<file path="config.mk">
export PLATFORM = sky130hd
export DESIGN_NAME = prog_loader
export DESIGN_NICKNAME = d
export VERILOG_FILES = /design/src/rtl/cpu_pkg.sv /design/src/rtl/prog_loader.sv
export SDC_FILE = /design/constraint.sdc
export NUM_CORES = 1
export LEC_CHECK = 0
export CAP_MARGIN = 10
export CELL_PAD_IN_SITES_DETAIL_PLACEMENT = 1
export CELL_PAD_IN_SITES_GLOBAL_PLACEMENT = 1
export CORE_ASPECT_RATIO = 0.7
export CORE_UTILIZATION = 40
export CTS_CLUSTER_SIZE = 40
export DETAILED_ROUTE_END_ITERATION = 6
export HOLD_SLACK_MARGIN = 0.15
export PLACE_DENSITY_LB_ADDON = 0.1
export REMOVE_ABC_BUFFERS = 1
export SKIP_CTS_REPAIR_TIMING = 1
export SLEW_MARGIN = 20
export SYNTH_ARGS = -nofsm -noshare
export SYNTH_HDL_FRONTEND = slang
export SYNTH_SLANG_ARGS = --single-unit
</file>
<file path="constraint.sdc">
create_clock -name clk -period 7.95 [get_ports clk]
set_input_delay 1.1925 -clock clk [delete_from_list [all_inputs] [get_ports clk]]
set_output_delay 1.1925 -clock clk [all_outputs]
set_load 0.03 [all_outputs]
</file>
<file path="src/rtl/cpu_pkg.sv">
// Shared definitions for the CPU program-loading path: loader FSM encoding,
// frame marker, timeout default and the running-checksum helper.
package cpu_pkg;

  localparam logic [2:0] ST_IDLE   = 3'd0;
  localparam logic [2:0] ST_CNT_HI = 3'd1;
  localparam logic [2:0] ST_CNT_LO = 3'd2;
  localparam logic [2:0] ST_DATA   = 3'd3;
  localparam logic [2:0] ST_CHECK  = 3'd4;
  localparam logic [2:0] ST_DONE   = 3'd5;
  localparam logic [2:0] ST_ERR    = 3'd6;

  localparam logic [7:0] START_BYTE_DEF = 8'hA5;
  localparam int         TIMEOUT_DEF    = 1000;

  function automatic logic [7:0] csum_add(input logic [7:0] csum, input logic [7:0] data);
    return csum ^ data;
  endfunction

endpackage

</file>
<file path="src/rtl/prog_loader.sv">
// Byte-stream program loader: parses framed words into instruction memory
// writes and holds the CPU in reset until a load completes with a good checksum.
module prog_loader
  import cpu_pkg::*;
#(
  parameter int         ADDR_W     = 10,
  parameter logic [7:0] START_BYTE = START_BYTE_DEF,
  parameter int         TIMEOUT    = TIMEOUT_DEF
) (
  input  logic              clk,
  input  logic              reset,
  input  logic              rx_valid,
  input  logic [7:0]        rx_data,
  output logic              rx_ready,
  output logic              mem_we,
  output logic [ADDR_W-1:0] mem_addr,
  output logic [31:0]       mem_wdata,
  output logic              cpu_hold,
  output logic              done,
  output logic              error
);

  localparam int          IDLE_W    = $clog2(TIMEOUT + 1);
  localparam logic [16:0] MAX_WORDS = 17'd1 << ADDR_W;

  logic [2:0]        state_r;
  logic [15:0]       cnt_r;
  logic [ADDR_W-1:0] widx_r;
  logic [1:0]        bidx_r;
  logic [23:0]       asm_r;
  logic [7:0]        csum_r;
  logic [IDLE_W-1:0] idle_r;
  logic              rx_ready_r;
  logic              mem_we_r;
  logic [ADDR_W-1:0] mem_addr_r;
  logic [31:0]       mem_wdata_r;
  logic              cpu_hold_r;
  logic              done_r;
  logic              error_r;

  logic              accept_s;
  logic              in_frame_s;
  logic              timeout_s;
  logic              last_word_s;
  logic              count_bad_s;
  logic [15:0]       count_s;

  assign accept_s    = rx_valid & rx_ready_r;
  assign in_frame_s  = (state_r == ST_CNT_HI) || (state_r == ST_CNT_LO) ||
                       (state_r == ST_DATA)   || (state_r == ST_CHECK);
  assign timeout_s   = (32'(idle_r) + 32'd1) >= 32'(TIMEOUT);
  assign last_word_s = 32'(widx_r) == (32'(cnt_r) - 32'd1);
  assign count_s     = {cnt_r[15:8], rx_data};
  assign count_bad_s = (count_s == 16'd0) || ({1'b0, count_s} > MAX_WORDS);

  assign rx_ready  = rx_ready_r;
  assign mem_we    = mem_we_r;
  assign mem_addr  = mem_addr_r;
  assign mem_wdata = mem_wdata_r;
  assign cpu_hold  = cpu_hold_r;
  assign done      = done_r;
  assign error     = error_r;

  // Frame parser, word assembly, write strobe and status flags.
  always_ff @(posedge clk) begin
    if (reset) begin
      state_r     <= ST_IDLE;
      cnt_r       <= 16'd0;
      widx_r      <= {ADDR_W{1'b0}};
      bidx_r      <= 2'd0;
      asm_r       <= 24'd0;
      csum_r      <= 8'd0;
      idle_r      <= {IDLE_W{1'b0}};
      rx_ready_r  <= 1'b0;
      mem_we_r    <= 1'b0;
      mem_addr_r  <= {ADDR_W{1'b0}};
      mem_wdata_r <= 32'd0;
      cpu_hold_r  <= 1'b1;
      done_r      <= 1'b0;
      error_r     <= 1'b0;
    end else begin
      mem_we_r   <= 1'b0;
      rx_ready_r <= 1'b1;
      if (in_frame_s && !accept_s) begin
        idle_r <= idle_r + IDLE_W'(1);
      end else begin
        idle_r <= {IDLE_W{1'b0}};
      end

      case (state_r)
        ST_IDLE, ST_DONE, ST_ERR: begin
          if (accept_s && (rx_data == START_BYTE)) begin
            state_r    <= ST_CNT_HI;
            done_r     <= 1'b0;
            error_r    <= 1'b0;
            cpu_hold_r <= 1'b1;
            widx_r     <= {ADDR_W{1'b0}};
            bidx_r     <= 2'd0;
            csum_r     <= 8'd0;
          end else begin
            state_r <= state_r;
          end
        end
        ST_CNT_HI: begin
          if (accept_s) begin
            cnt_r[15:8] <= rx_data;
            state_r     <= ST_CNT_LO;
          end else if (timeout_s) begin
            state_r <= ST_ERR;
            error_r <= 1'b1;
          end else begin
            state_r <= state_r;
          end
        end
        ST_CNT_LO: begin
          if (accept_s) begin
            cnt_r <= count_s;
            if (count_bad_s) begin
              state_r <= ST_ERR;
              error_r <= 1'b1;
            end else begin
              state_r <= ST_DATA;
            end
          end else if (timeout_s) begin
            state_r <= ST_ERR;
            error_r <= 1'b1;
          end else begin
            state_r <= state_r;
          end
        end
        ST_DATA: begin
          // The strobe cycle advances the word index; the final word stays put so no wrap occurs.
          if (mem_we_r) begin
            if (last_word_s) begin
              state_r <= ST_CHECK;
            end else begin
              widx_r <= widx_r + ADDR_W'(1);
            end
          end else if (accept_s) begin
            csum_r <= csum_add(csum_r, rx_data);
            asm_r  <= {asm_r[15:0], rx_data};
            bidx_r <= bidx_r + 2'd1;
            if (bidx_r == 2'd3) begin
              mem_we_r    <= 1'b1;
              rx_ready_r  <= 1'b0;
              mem_addr_r  <= widx_r;
              mem_wdata_r <= {asm_r, rx_data};
            end else begin
              mem_we_r <= 1'b0;
            end
          end else if (timeout_s) begin
            state_r <= ST_ERR;
            error_r <= 1'b1;
          end else begin
            state_r <= state_r;
          end
        end
        ST_CHECK: begin
          if (accept_s) begin
            if (rx_data == csum_r) begin
              state_r    <= ST_DONE;
              done_r     <= 1'b1;
              cpu_hold_r <= 1'b0;
            end else begin
              state_r <= ST_ERR;
              error_r <= 1'b1;
            end
          end else if (timeout_s) begin
            state_r <= ST_ERR;
            error_r <= 1'b1;
          end else begin
            state_r <= state_r;
          end
        end
        default: begin
          state_r <= ST_IDLE;
        end
      endcase
    end
  end

endmodule

</file>
# Yosys cells after proc, flatten, opt, wreduce, memory -nomap -nowiden

Cells that the tools add are included.

Shift-type cells: 0
Equal/unequal tests: 21
Multiply operators: 0
Reductions and logical operators: 24
$add $sub $neg: 5
Bitwise logic cells: 7
Order comparisons: 2
Div/mod/pow operators: 0
Muxes and demuxes: 46

Operator list:

| cell                                                                 | count |
|---|---|
| == test 10 x 32 -> 1 bit                                             | 1 |
| two-way mux 8 bit                                                    | 4 |
| case mux 8 bit (2 select lines)                                      | 2 |
| two-way mux 10 bit                                                   | 3 |
| two-way mux 3 bit                                                    | 9 |
| adder 10 x 1 -> 10 bit (second input constant)                       | 2 |
| case mux 10 bit (2 select lines)                                     | 1 |
| two-way mux 1 bit                                                    | 18 |
| subtractor 16 x 1 -> 17 bit (second input constant)                  | 1 |
| greater-than comparator 16 x 11 -> 1 bit (second input constant)     | 1 |
| logical NOT 16 bit                                                   | 1 |
| AND reduction 4 bit                                                  | 4 |
| case mux 3 bit (5 select lines)                                      | 1 |
| inequality test 2 bit (second input constant)                        | 6 |
| inequality test 3 bit (second input constant)                        | 4 |
| adder 10 x 1 -> 11 bit (second input constant)                       | 1 |
| greater-or-equal comparator 11 x 10 -> 1 bit (second input constant) | 1 |
| == test 3 bit (second input constant)                                | 3 |
| AND reduction 3 bit                                                  | 3 |
| == test 8 bit                                                        | 1 |
| == test 8 bit (second input constant)                                | 1 |
| two-way mux 2 bit                                                    | 4 |
| bitwise XOR 8 bit                                                    | 1 |
| == test 3 x 2 -> 1 bit (second input constant)                       | 2 |
| 20 further kinds                                                     | 30 |

Word-level logic and storage cells: 120
Flip-flop bits (word level): 120
Memories: 0
RAM bits: 0
Input port bits: 11
ROM bits: 0
Output and inout bits: 47
Bits in latches: 0

# Depth between registers and ports, before layout

Gate-level depths: netlist (run 1).

Word-level depth: 7
Mapped depth: 11
Mapped depth without buffers: 10

# Worst setup path before layout (run 1)

OpenSTA, ideal clock, no wires.

Path kind: in2reg
Start point: input rx_data[1]
End point: register widx_r[6]
Setup time: 0.072 ns
Path buffers: 2
Stages: 9
Setup slack: 4.651 ns
Arrival time: 3.227 ns
Data required time: 7.878 ns
Path through: clkbuf_1 -> nor4_1 -> nand4_1 -> o21ai_0 -> and2_1 -> buf_2 -> nor2_1 -> or4_1 -> a21oi_1

Longest elaborated chain between the ends: 4

RTL lines:

| element                         | RTL line           | RTL |
|---|---|---|
| from (decl)                     | prog_loader.sv:13  | `input logic [7:0] rx_data,` |
| == test 8 bit                   | prog_loader.sv:92  | `if (accept_s && (rx_data == START_BYTE)) begin` |
| logical AND 1 bit               | prog_loader.sv:92  |  |
| inequality test 2 bit (no line) | -                  |  |
| AND reduction 4 bit (no line)   | -                  |  |
| to (signal assigned)            | prog_loader.sv:69  | `widx_r <= {ADDR_W{1'b0}};` |
| to (signal assigned)            | prog_loader.sv:97  | `widx_r <= {ADDR_W{1'b0}};` |
| to (signal assigned)            | prog_loader.sv:137 | `widx_r <= widx_r + ADDR_W'(1);` |
| to (decl)                       | prog_loader.sv:28  | `logic [ADDR_W-1:0] widx_r;` |

No other way between the ends.
A chain may end at the register's enable or synchronous reset.

# Final worst setup path (run 1)

Start point: input rx_data[3]
End point: register widx_r[5]

The elaborated chain is that of the path after synthesis.

==> run_results.csv, run 1 <==
group,metric,value,unit
route,firstDrtPassIters,7,
worst_setup_path,critPathMaxFanout,13,
job,max_cap_viol_count,0,
route,num_vias,4602,
finish,final_util,0.5140,
synth,synth.ff_latch_count,120,
clock_tree,htree_num_levels,4,
global_routing,grt_usage,0.2249,
worst_setup_path,startpoint_type,"input pin",
floorplanning,dieHeight,97.71,µm
timing,fin_tns_setup,0,ns
floorplanning,dieArea,13550,µm²
floorplanning,initial_core_util,0.4156,
global_routing,grt_pass1_vias,4531,
worst_setup_path,cp-end-kind,"register",
floorplanning,io_pins,58,
timing,rsz0062_at_grt,"false",
global_routing,antenna_found_initial,0,
synth,yosysWarnings,0,
clock_tree,cts_buffers,17,
worst_setup_path,reg2regPathDepth,10,
route,ant_nets,0,
global_routing,grt_pass1_wl,23.92,mm
hold_path,worstHoldPathCells,2,
worst_setup_path,cp_top_family,"simple AND/OR/NAND/NOR gates",
finish,final_common_cell,"dfxtp_1",
worst_setup_path,path_cells,"clkdlybuf4s50_1 > nor4_1 > nand4_1 > o21ai_0 > nand2_1 > nand2_1 > nor2_1 > mux2_4",
finish,n_fill_cell,1434,
run_status,violations,"design-rule violations",
finish,mostFrequentLayoutCells,"dfxtp_1, nand2_1, nor2_1",
clock_tree,ctsLongestPathBuffers,2,
route,first_iter_violations,314,
placement,routabilityCongestion,0.8361,
timing,fin_crit,4.074,ns
placement,dpl-instance-area,5892,µm²
synth,synth_edf_count,0,
worst_setup_path,worst-path-buf-inv,1,
finish,diodes,0,
power,power_density,275.3,nW/µm²
timing,finalMaxSlewViolations,0,
finish,syn2layout_area_growth,23.67,%
clock_tree,insertion_delay,0.41,ns
synth,avgSynthCellArea,8.752,µm²
route,drc,7,
route,wl,14.91,mm
floorplanning,rows,34,
global_routing,grt_max_degree,59,
clock_tree,clkTransAtPathRegs,0.06,ns
timing,tightest_slew,0.8247,ns
synth,synthCells,598,
synth,ys_types,57,
clock_tree,cts_tree,"built",
synth,synth_async_sr_flop_share,0,
worst_setup_path,path_class,"in -> reg",
hold_path,hold_path.class,"reg -> reg",
worst_setup_path,crit_arrival,4.37,ns
placement,dpl.hpwl,9.772,mm
finish,finish.instance_area,6472,µm²
finish,fin_nets,652,
synth,synth-main-ff-cell,"dfxtp_1",
floorplanning,design.core.area,12590,µm²
route,wl_per_cell,18.36,µm
clock_tree,root_buffer,"clkbuf_16",
worst_setup_path,worstPathRequired,8.25,ns
worst_setup_path,slowest_delay,0.62,ns
worst_setup_path,crit_top_cell,"nand2_1",
timing,fmaxAchievable,245.5,MHz
power,ir_worst_vdd,0.1635,mV
finish,drive_above_1_share,0.08615,
synth,syn-cell-area,5234,µm²
route,viasPerCell,5.667,
run_status,status,"finished, violations left",
placement,io_buffers,57,
floorplanning,fp.dieW,138.7,µm
timing,finClkSkew,0.01056,ns
clock_tree,cts.sinks,120,
worst_setup_path,critPathSlowestCell,"nor4_1",
timing,finalCritPeriodShare,0.5125,
timing,finalHoldViolCount,0,
timing,setup_violations,0,
global_routing,grt.overflow.total,0,
worst_setup_path,worst-path-stages,8,
power,p_leak,2.297,nW
synth,seq_area_frac_synth,0.4590,
timing,relSlewSlack,0.4478,
[per-stage QoR]
step | instances | total power [mW] | setup WS, ns | hold WS, ns
2_1_floorplan | 555 | 0.9157 | 2.963 | 0.4300
3_3_place_gp | 780 | 1.017 | 3.762 | 0.4452
3_5_place_dp | 780 | 1.033 | 3.689 | 0.4482
4_1_cts | 812 | 1.790 | 3.908 | 0.4563
5_1_grt | 812 | 1.864 | 3.621 | 0.4714
6_report | 812 | 1.782 | 3.876 | 0.4544
[report_power, final]
part	internal, mW	switching (mW)
clock network	0.445	0.303
logic	0.117	0.249
registers	0.622	0.0459
[kinds of logic (layout without fill, tap and decap cells)]
family                     after synthesis  count (layout)  synth area share
DFF                                    120             120            0.4590
adders and majority gates                4               4          0.009563
xor gates and xnor gates                28              28           0.04686
buffers and inverters                   53             105           0.03992
AOI/OAI and AO/OA                      153             153            0.2006
muxes                                   21              21           0.04136
and+or+nand+nor                        219             219            0.2027
[registers in the layout, summed over array words and instances (netlist names)]
signal     flops
asm_r         24
bidx_r         2
cnt_r         16
cpu_hold       1
csum_r         8
done           1
error          1
idle_r        10
mem_addr      10
mem_wdata     32
mem_we         1
rx_ready       1
state_r        3
widx_r        10
[area by class of cell]
| type | count | area, µm² | share of cell area |
|---|---|---|---|
| Multi-Input combinational cell | 425 | 2641 | 0.4081 |
| Tap cell | 162 | 202.7 | 0.03132 |
| Timing Repair Buffer | 63 | 610.6 | 0.09434 |
| Sequential cell | 120 | 2402 | 0.3712 |
| Clock buffer | 18 | 439.2 | 0.06785 |
| Inverter | 10 | 37.54 | 0.005799 |
| Clock inverter | 14 | 138.9 | 0.02146 |
[worst reg2reg max path: cells and delay by family (launching register included)]
kind	cells	cell delay, ns
multiplexers	1	0.31
flip-flops	1	0.37
buffers and inverters	1	0.08
adder cells (fa/ha/maj)	1	0.32
XOR/XNOR	1	0.12
AND/OR/NAND/NOR	4	1.34
AO/OA/AOI/OAI	2	0.47
[worst paths after layout]
| check | from | to | slack [ns] |
|---|---|---|---|
| hold / removal | asm_r[18]$_SDFFE_PP0P_ | asm_r[18]$_SDFFE_PP0P_ | 0.45 |
| setup / recovery | rx_data[3] | widx_r[5]$_SDFFE_PP0P_ | 3.88 |
| setup reg to reg | cnt_r[0]$_SDFFE_PP0P_ | widx_r[5]$_SDFFE_PP0P_ | 4.83 |
| hold reg to reg | asm_r[18]$_SDFFE_PP0P_ | asm_r[18]$_SDFFE_PP0P_ | 0.45 |
[synthesized netlist by cell type, types with 9 or more instances]
cell	n	area share
dfxtp_1	120	0.46
xnor2_1	18	0.030
nand3_1	18	0.017
nor3_1	19	0.018
xor2_1	10	0.017
mux2i_1	19	0.036
inv_1	10	0.0072
nor2_1	61	0.044
nand2_1	69	0.049
a22o_1	42	0.070
nand4_1	9	0.011
a21oi_1	51	0.049
clkbuf_1	39	0.028
o21ai_0	18	0.017
[routing by layer]
metal / share of wire / track usage
met5: 0 / 0
met4: 0.0058 / 0.07521
met3: 0.048 / 0.04189
met2: 0.45 / 0.3483
met1: 0.50 / 0.3153
(Power assumes the default switching activity.)
==> run 2, diff against run 1 <==
Settings changed: CORE_UTILIZATION 40 to 38.
Clock period 7.95 ns to 3.4 ns, I/O delays scaled along.
==> run 2 against run 1 <==
Largest cell class unchanged. Core utilization shrank 1.6 points. Critical path type is now reg -> reg. Critical endpoint unchanged. Setup slack lost 3.4 ns. Register-to-register slack lost 4.4 ns. First-iteration DRC count is 32% lower. The flow now finishes without violations.
==> run_results.csv, run 2 (synthesized netlist as in run 1, its figures left out) <==
group,metric,value,unit
run_status,status,"completed",
placement,dpl-instance-area,6038,µm²
worst_setup_path,reg2regPathDepth,10,
clock_tree,insertion_delay,0.42,ns
floorplanning,fp.dieW,142.3,µm
power,switching_share,0.3236,
timing,tightest_slew,0.8735,ns
timing,finClkSkew,0.006704,ns
floorplanning,dieHeight,100.2,µm
route,viasPerCell,5.456,
global_routing,grt.overflow.total,0,
placement,dpl.cell_count,817,
global_routing,grt_max_degree,33,
timing,relSlewSlack,0.4177,
power,p_clk_frac,0.418,
timing,setup_violations,0,
worst_setup_path,path_class,"reg -> reg",
floorplanning,dieArea,14250,µm²
power,p_comb_frac,0.219,
finish,drive_above_1_share,0.1039,
floorplanning,initial_core_util,0.3931,
finish,mostFrequentLayoutCells,"dfxtp_1, nand2_1, nor2_1",
finish,regArea,2402,µm²
worst_setup_path,worst-path-buf-inv,1,
placement,routabilityCongestion,0.8938,
floorplanning,io_pins,58,
timing,finalHoldViolCount,0,
timing,finalCritPeriodShare,0.8687,
worst_setup_path,crit_arrival,3.25,ns
timing,rsz0062_at_grt,"false",
global_routing,use_met3,0.04532,
power,p_int,2.896,mW
timing,finalMaxSlewViolations,0,
finish,final_common_cell,"dfxtp_1",
job,max_cap_viol_count,0,
worst_setup_path,startpoint_type,"register",
global_routing,grt_use_met2,0.3473,
power,power_density,646.2,nW/µm²
global_routing,grt_pass1_vias,4601,
worst_setup_path,critPathMaxFanout,10,
global_routing,grt_usage,0.2163,
power,p_seq_frac,0.363,
placement,io_buffers,57,
worst_setup_path,worstPathRequired,3.70,ns
clock_tree,cts_buffers,17,
floorplanning,rows,35,
global_routing,antenna_found_initial,0,
power,p_sw,1.385,mW
power,ir_worst_vdd,0.4618,mV
finish,instances_no_fill,849,
hold_path,worstHoldPathCells,2,
route,ant_nets,0,
route,drc,0,
worst_setup_path,cp-end-kind,"register",
power,p_leak,2.374,nW
clock_tree,root_buffer,"clkbuf_16",
global_routing,grt_pass1_wl,23.62,mm
finish,n_fill_cell,1551,
clock_tree,cts.sinks,120,
floorplanning,design.core.area,13310,µm²
clock_tree,clkTransAtPathRegs,0.06,ns
global_routing,use_met1,0.2890,
finish,multi_input_area,2639,µm²
placement,dpl.hpwl,10.27,mm
timing,fmaxAchievable,338.6,MHz
worst_setup_path,slowest_delay,0.59,ns
worst_setup_path,path_cells,"inv_1 > ha_1 > or4b_1 > nor2_1 > xnor2_1 > nor4_1 > nand4_1 > o21ai_4 > a21oi_2 > mux2_4",
finish,finish.instance_area,6626,µm²
worst_setup_path,worst-path-stages,10,
route,wl_per_cell,16.99,µm
route,wl,14.43,mm
route,firstDrtPassIters,4,
timing,fin_crit,2.954,ns
clock_tree,htree_num_levels,4,
finish,fin_nets,666,
finish,syn2layout_area_growth,26.61,%
timing,fin_hold_ws,0.4577,ns
worst_setup_path,cp_top_family,"simple AND/OR/NAND/NOR gates",
clock_tree,cts_tree,"built",
route,first_iter_violations,213,
global_routing,grt_busiest_layer,"met2",
finish,diodes,0,
hold_path,hold_path.class,"reg -> reg",
finish,largest_reg_flops,32,
clock_tree,ctsLongestPathBuffers,2,
worst_setup_path,critPathSlowestCell,"or4b_1",
route,num_vias,4632,
-- run 2: changes by cell type in the layout (fill, tap and decap cells not counted), sizes merged --
cell,change
inv,-2
bufinv,+1
clkinvlp,+1
buf,+14
-- run 2: path summary, 6_finish.rpt --
check                                             from                      to  slack (ns)
worst min-delay path            asm_r[19]$_SDFFE_PP0P_  asm_r[19]$_SDFFE_PP0P_        0.46
worst max-delay path             cnt_r[0]$_SDFFE_PP0P_  widx_r[5]$_SDFFE_PP0P_        0.45
worst max register to register   cnt_r[0]$_SDFFE_PP0P_  widx_r[5]$_SDFFE_PP0P_        0.45
worst min register to register  asm_r[19]$_SDFFE_PP0P_  asm_r[19]$_SDFFE_PP0P_        0.46
-- run 2: worst register-to-register path, cell delays in order, from the launching register on --
cell and delay, ns:
dfxtp_1 0.37, inv_1 0.08, ha_1 0.28, or4b_1 0.59, nor2_1 0.18, xnor2_1 0.10
nor4_1 0.28, nand4_1 0.22, o21ai_4 0.34, a21oi_2 0.11, mux2_4 0.30
-- run 2: per-stage QoR --
step	worst slack (ns)	util	setup TNS (ns)	power [mW]
finish	0.4463	0.4977	0	4.282
global route	0.2750	0.4977	0	4.497
CTS	0.4620	0.4977	0	4.314
detailed placement	0.2922	0.4536	0	2.515
global placement	0.3899	0.4536	0	2.477
floorplan	-1.029	-	-44.53	2.141
-- run 2: final cells by class --
cell class,count,share of cell area
Multi-Input combinational cell,425,0.3982
Clock buffer,18,0.06628
Sequential cell,120,0.3625
Tap cell,185,0.03493
Inverter,10,0.005665
Clock inverter,14,0.02247
Timing Repair Buffer,77,0.1099
-- run 2: power groups by stage --
| stage | sequential [mW] | combinational (mW) | clock [mW] |
|---|---|---|---|
| after floorplan | 1.55 | 0.588 | 0 |
| after global placement | 1.58 | 0.898 | 0 |
| after detailed placement | 1.59 | 0.930 | 0 |
| after CTS | 1.55 | 0.937 | 1.82 |
| after global routing | 1.57 | 1.04 | 1.89 |
| final | 1.56 | 0.937 | 1.79 |
-- run 2: per-layer routing --
layer  wire length [µm]  up-vias
met5                  0        -
met3                574       17
met4                163        0
met1               7112     2283
li1                   -     2251
met2               6576       81
==> run 3, diff against run 2 <==
Settings changed: ABC_AREA set to 1, CORE_UTILIZATION 38 to 37, CTS_CLUSTER_DIAMETER set to 60.
==> run 3 against run 2 <==
Clock skew increased by 0.0017 ns. First-iteration DRC count increased by 34%. Combinational power decreased by 85%. Worst hold slack got worse by 0.0017 ns. Register-to-register slack improved by 0.46 ns. Via count increased by 9.2%. Critical endpoint is now state_r[1]$_SDFFE_PP0P_. Sequential share of layout area decreased by 0.26 points. Wire length increased by 12%.
==> run_results.csv, run 3 <==
group,metric,value,unit
synth,synthCells,732,
placement,post-place-ws,0.7573,ns
route,first_iter_violations,285,
clock_tree,insertion_delay,0.43,ns
synth,yosysWarnings,0,
floorplanning,dieHeight,102.8,µm
power,ir_worst_vdd,0.3569,mV
clock_tree,ctsLongestPathBuffers,2,
floorplanning,io_pins,58,
synth,yosysMostFrequentCell,"nand2_1",
synth,synth_edf_count,0,
timing,fin_crit,2.492,ns
worst_setup_path,r2r_slack,0.91,ns
power,p_sw,0.8355,mW
timing,finalHoldViolCount,0,
finish,multi_input_area,2565,µm²
worst_setup_path,startpoint_type,"register",
timing,finalMaxSlewViolations,0,
finish,diodes,0,
finish,syn2layout_area_growth,24.36,%
synth,synth.ff_latch_count,120,
timing,tightest_slew,0.5666,ns
route,ant_nets,0,
synth,synth_top_cells_by_count,"nand2_1, dfxtp_1, nor2_1",
floorplanning,dieArea,15000,µm²
floorplanning,fp.dieW,146.0,µm
timing,fin_ws,0.9080,ns
timing,fin_tns_setup,0,ns
synth,synthTopCellsByArea,"dfxtp_1, nand2_1, a21oi_1",
route,wl,16.20,mm
global_routing,grt_pass1_vias,5200,
finish,fin_nets,804,
synth,synth_top_area_share,0.4476,
timing,finalCritPeriodShare,0.7330,
finish,n_fill_cell,1761,
route,wl_per_cell,16.33,µm
power,p_seq_frac,0.428,
worst_setup_path,crit_arrival,2.80,ns
finish,drive_above_1_share,0.08978,
synth,syn-cell-area,5368,µm²
synth,ys_types,33,
synth,avgSynthCellArea,7.333,µm²
route,firstDrtPassIters,4,
global_routing,antenna_found_initial,0,
worst_setup_path,worstPathRequired,3.71,ns
clock_tree,htree_num_levels,4,
timing,fin_hold_ws,0.4560,ns
worst_setup_path,path_class,"reg -> reg",
route,viasPerCell,5.100,
floorplanning,rows,36,
global_routing,grt_usage,0.2306,
placement,routabilityCongestion,0.8586,
power,p_int,2.479,mW
worst_setup_path,cp-end-kind,"register",
timing,setup_violations,0,
clock_tree,cts_buffers,17,
clock_tree,clkTransAtPathRegs,0.06,ns
power,p_comb_frac,0.042,
synth,synth-main-ff-cell,"dfxtp_1",
route,num_vias,5059,
worst_setup_path,critPathMaxFanout,33,
finish,mostFrequentLayoutCells,"nand2_1, dfxtp_1, nor2_1",
finish,regArea,2402,µm²
clock_tree,cts.sinks,120,
run_status,status,"completed",
synth,synth_async_sr_flop_share,0,
timing,relSlewSlack,0.6211,
global_routing,grt.overflow.total,0,
placement,io_buffers,57,
global_routing,grt_pass1_wl,26.79,mm
power,p_clk_frac,0.530,
finish,largest_reg_flops,32,
power,power,3.315,mW
job,max_cap_viol_count,0,
synth,seq_area_frac_synth,0.4476,
floorplanning,initial_core_util,0.3819,
power,p_leak,2.641,nW
timing,fmaxAchievable,401.3,MHz
synth,yosys.area.top_type,"dfxtp_1",
timing,rsz0062_at_grt,"false",
hold_path,hold_path.class,"reg -> reg",
timing,finClkSkew,0.008434,ns
floorplanning,design.core.area,14050,µm²
route,drc,0,
finish,final_util,0.4750,
global_routing,grt_max_degree,39,
clock_tree,cts_tree,"built",
power,power_density,496.6,nW/µm²
finish,final_common_cell,"nand2_1",
clock_tree,root_buffer,"clkbuf_16",
placement,dpl.hpwl,11.63,mm
power,switching_share,0.2520,
## run 3: layer usage
layer  global-route usage  vias to the layer above  wire (µm)
li1                     -                     2519          -
met1               0.3104                     2449       8270
met2               0.3765                       83       7291
met3              0.05310                        8        542
met4              0.05749                        0         98
met5                    0                        -          0
## run 3: cells by family after synthesis
kind of cell / count (synthesis) / share of synthesized area
AO/OA/AOI/OAI: 164 / 0.1688
buffers and inverters: 99 / 0.07599
flip-flops: 120 / 0.4476
adder cells (fa/ha/maj): 4 / 0.009324
XOR/XNOR: 21 / 0.03427
AND/OR/NAND/NOR: 324 / 0.2641
## run 3: final timing paths
| check | cells past startpoint | start | end |
|---|---|---|---|
| max | 14 | state_r[0]$_SDFFE_PP0P_ | state_r[1]$_SDFFE_PP0P_ |
| min | 2 | mem_wdata[17]$_SDFFE_PP0P_ | mem_wdata[17]$_SDFFE_PP0P_ |
| max reg2reg | 14 | state_r[0]$_SDFFE_PP0P_ | state_r[1]$_SDFFE_PP0P_ |
| min reg2reg | 2 | mem_wdata[17]$_SDFFE_PP0P_ | mem_wdata[17]$_SDFFE_PP0P_ |
## run 3: area by class of cell
type	count	share of cell area
Multi-Input combinational cell	513	0.3843
Tap cell	190	0.03561
Timing Repair Buffer	65	0.09447
Sequential cell	120	0.3599
Inverter	72	0.04049
Clock buffer	18	0.06429
Clock inverter	14	0.02099
## run 3: stage by stage
step | cells | area [µm²]
after CTS | 992 | 6675
after global routing | 992 | 6675
after global placement | 960 | 6106
after floorplan | 705 | 5230
after detailed placement | 960 | 6106
final | 992 | 6675
## run 3: worst max-delay path: stages, from the launching register on
cell	delay, ns
dfxtp_1	0.43
inv_2	0.07
nor2_2	0.14
inv_2	0.06
nor2_2	0.14
inv_2	0.15
nor2_4	0.14
inv_2	0.07
nor2_4	0.24
buf_4	0.39
nor2_1	0.09
nand2_1	0.17
inv_1	0.12
nand2_1	0.09
a21oi_1	0.06
## run 3: power by group through the flow
stage          sequential, mW  combinational (mW)  clock [mW]
2_1_floorplan            1.45              0.0774           0
3_3_place_gp             1.45               0.135           0
3_5_place_dp             1.45               0.138           0
4_1_cts                  1.42               0.139        1.79
5_1_grt                  1.42               0.153        1.86
6_report                 1.42               0.139        1.76
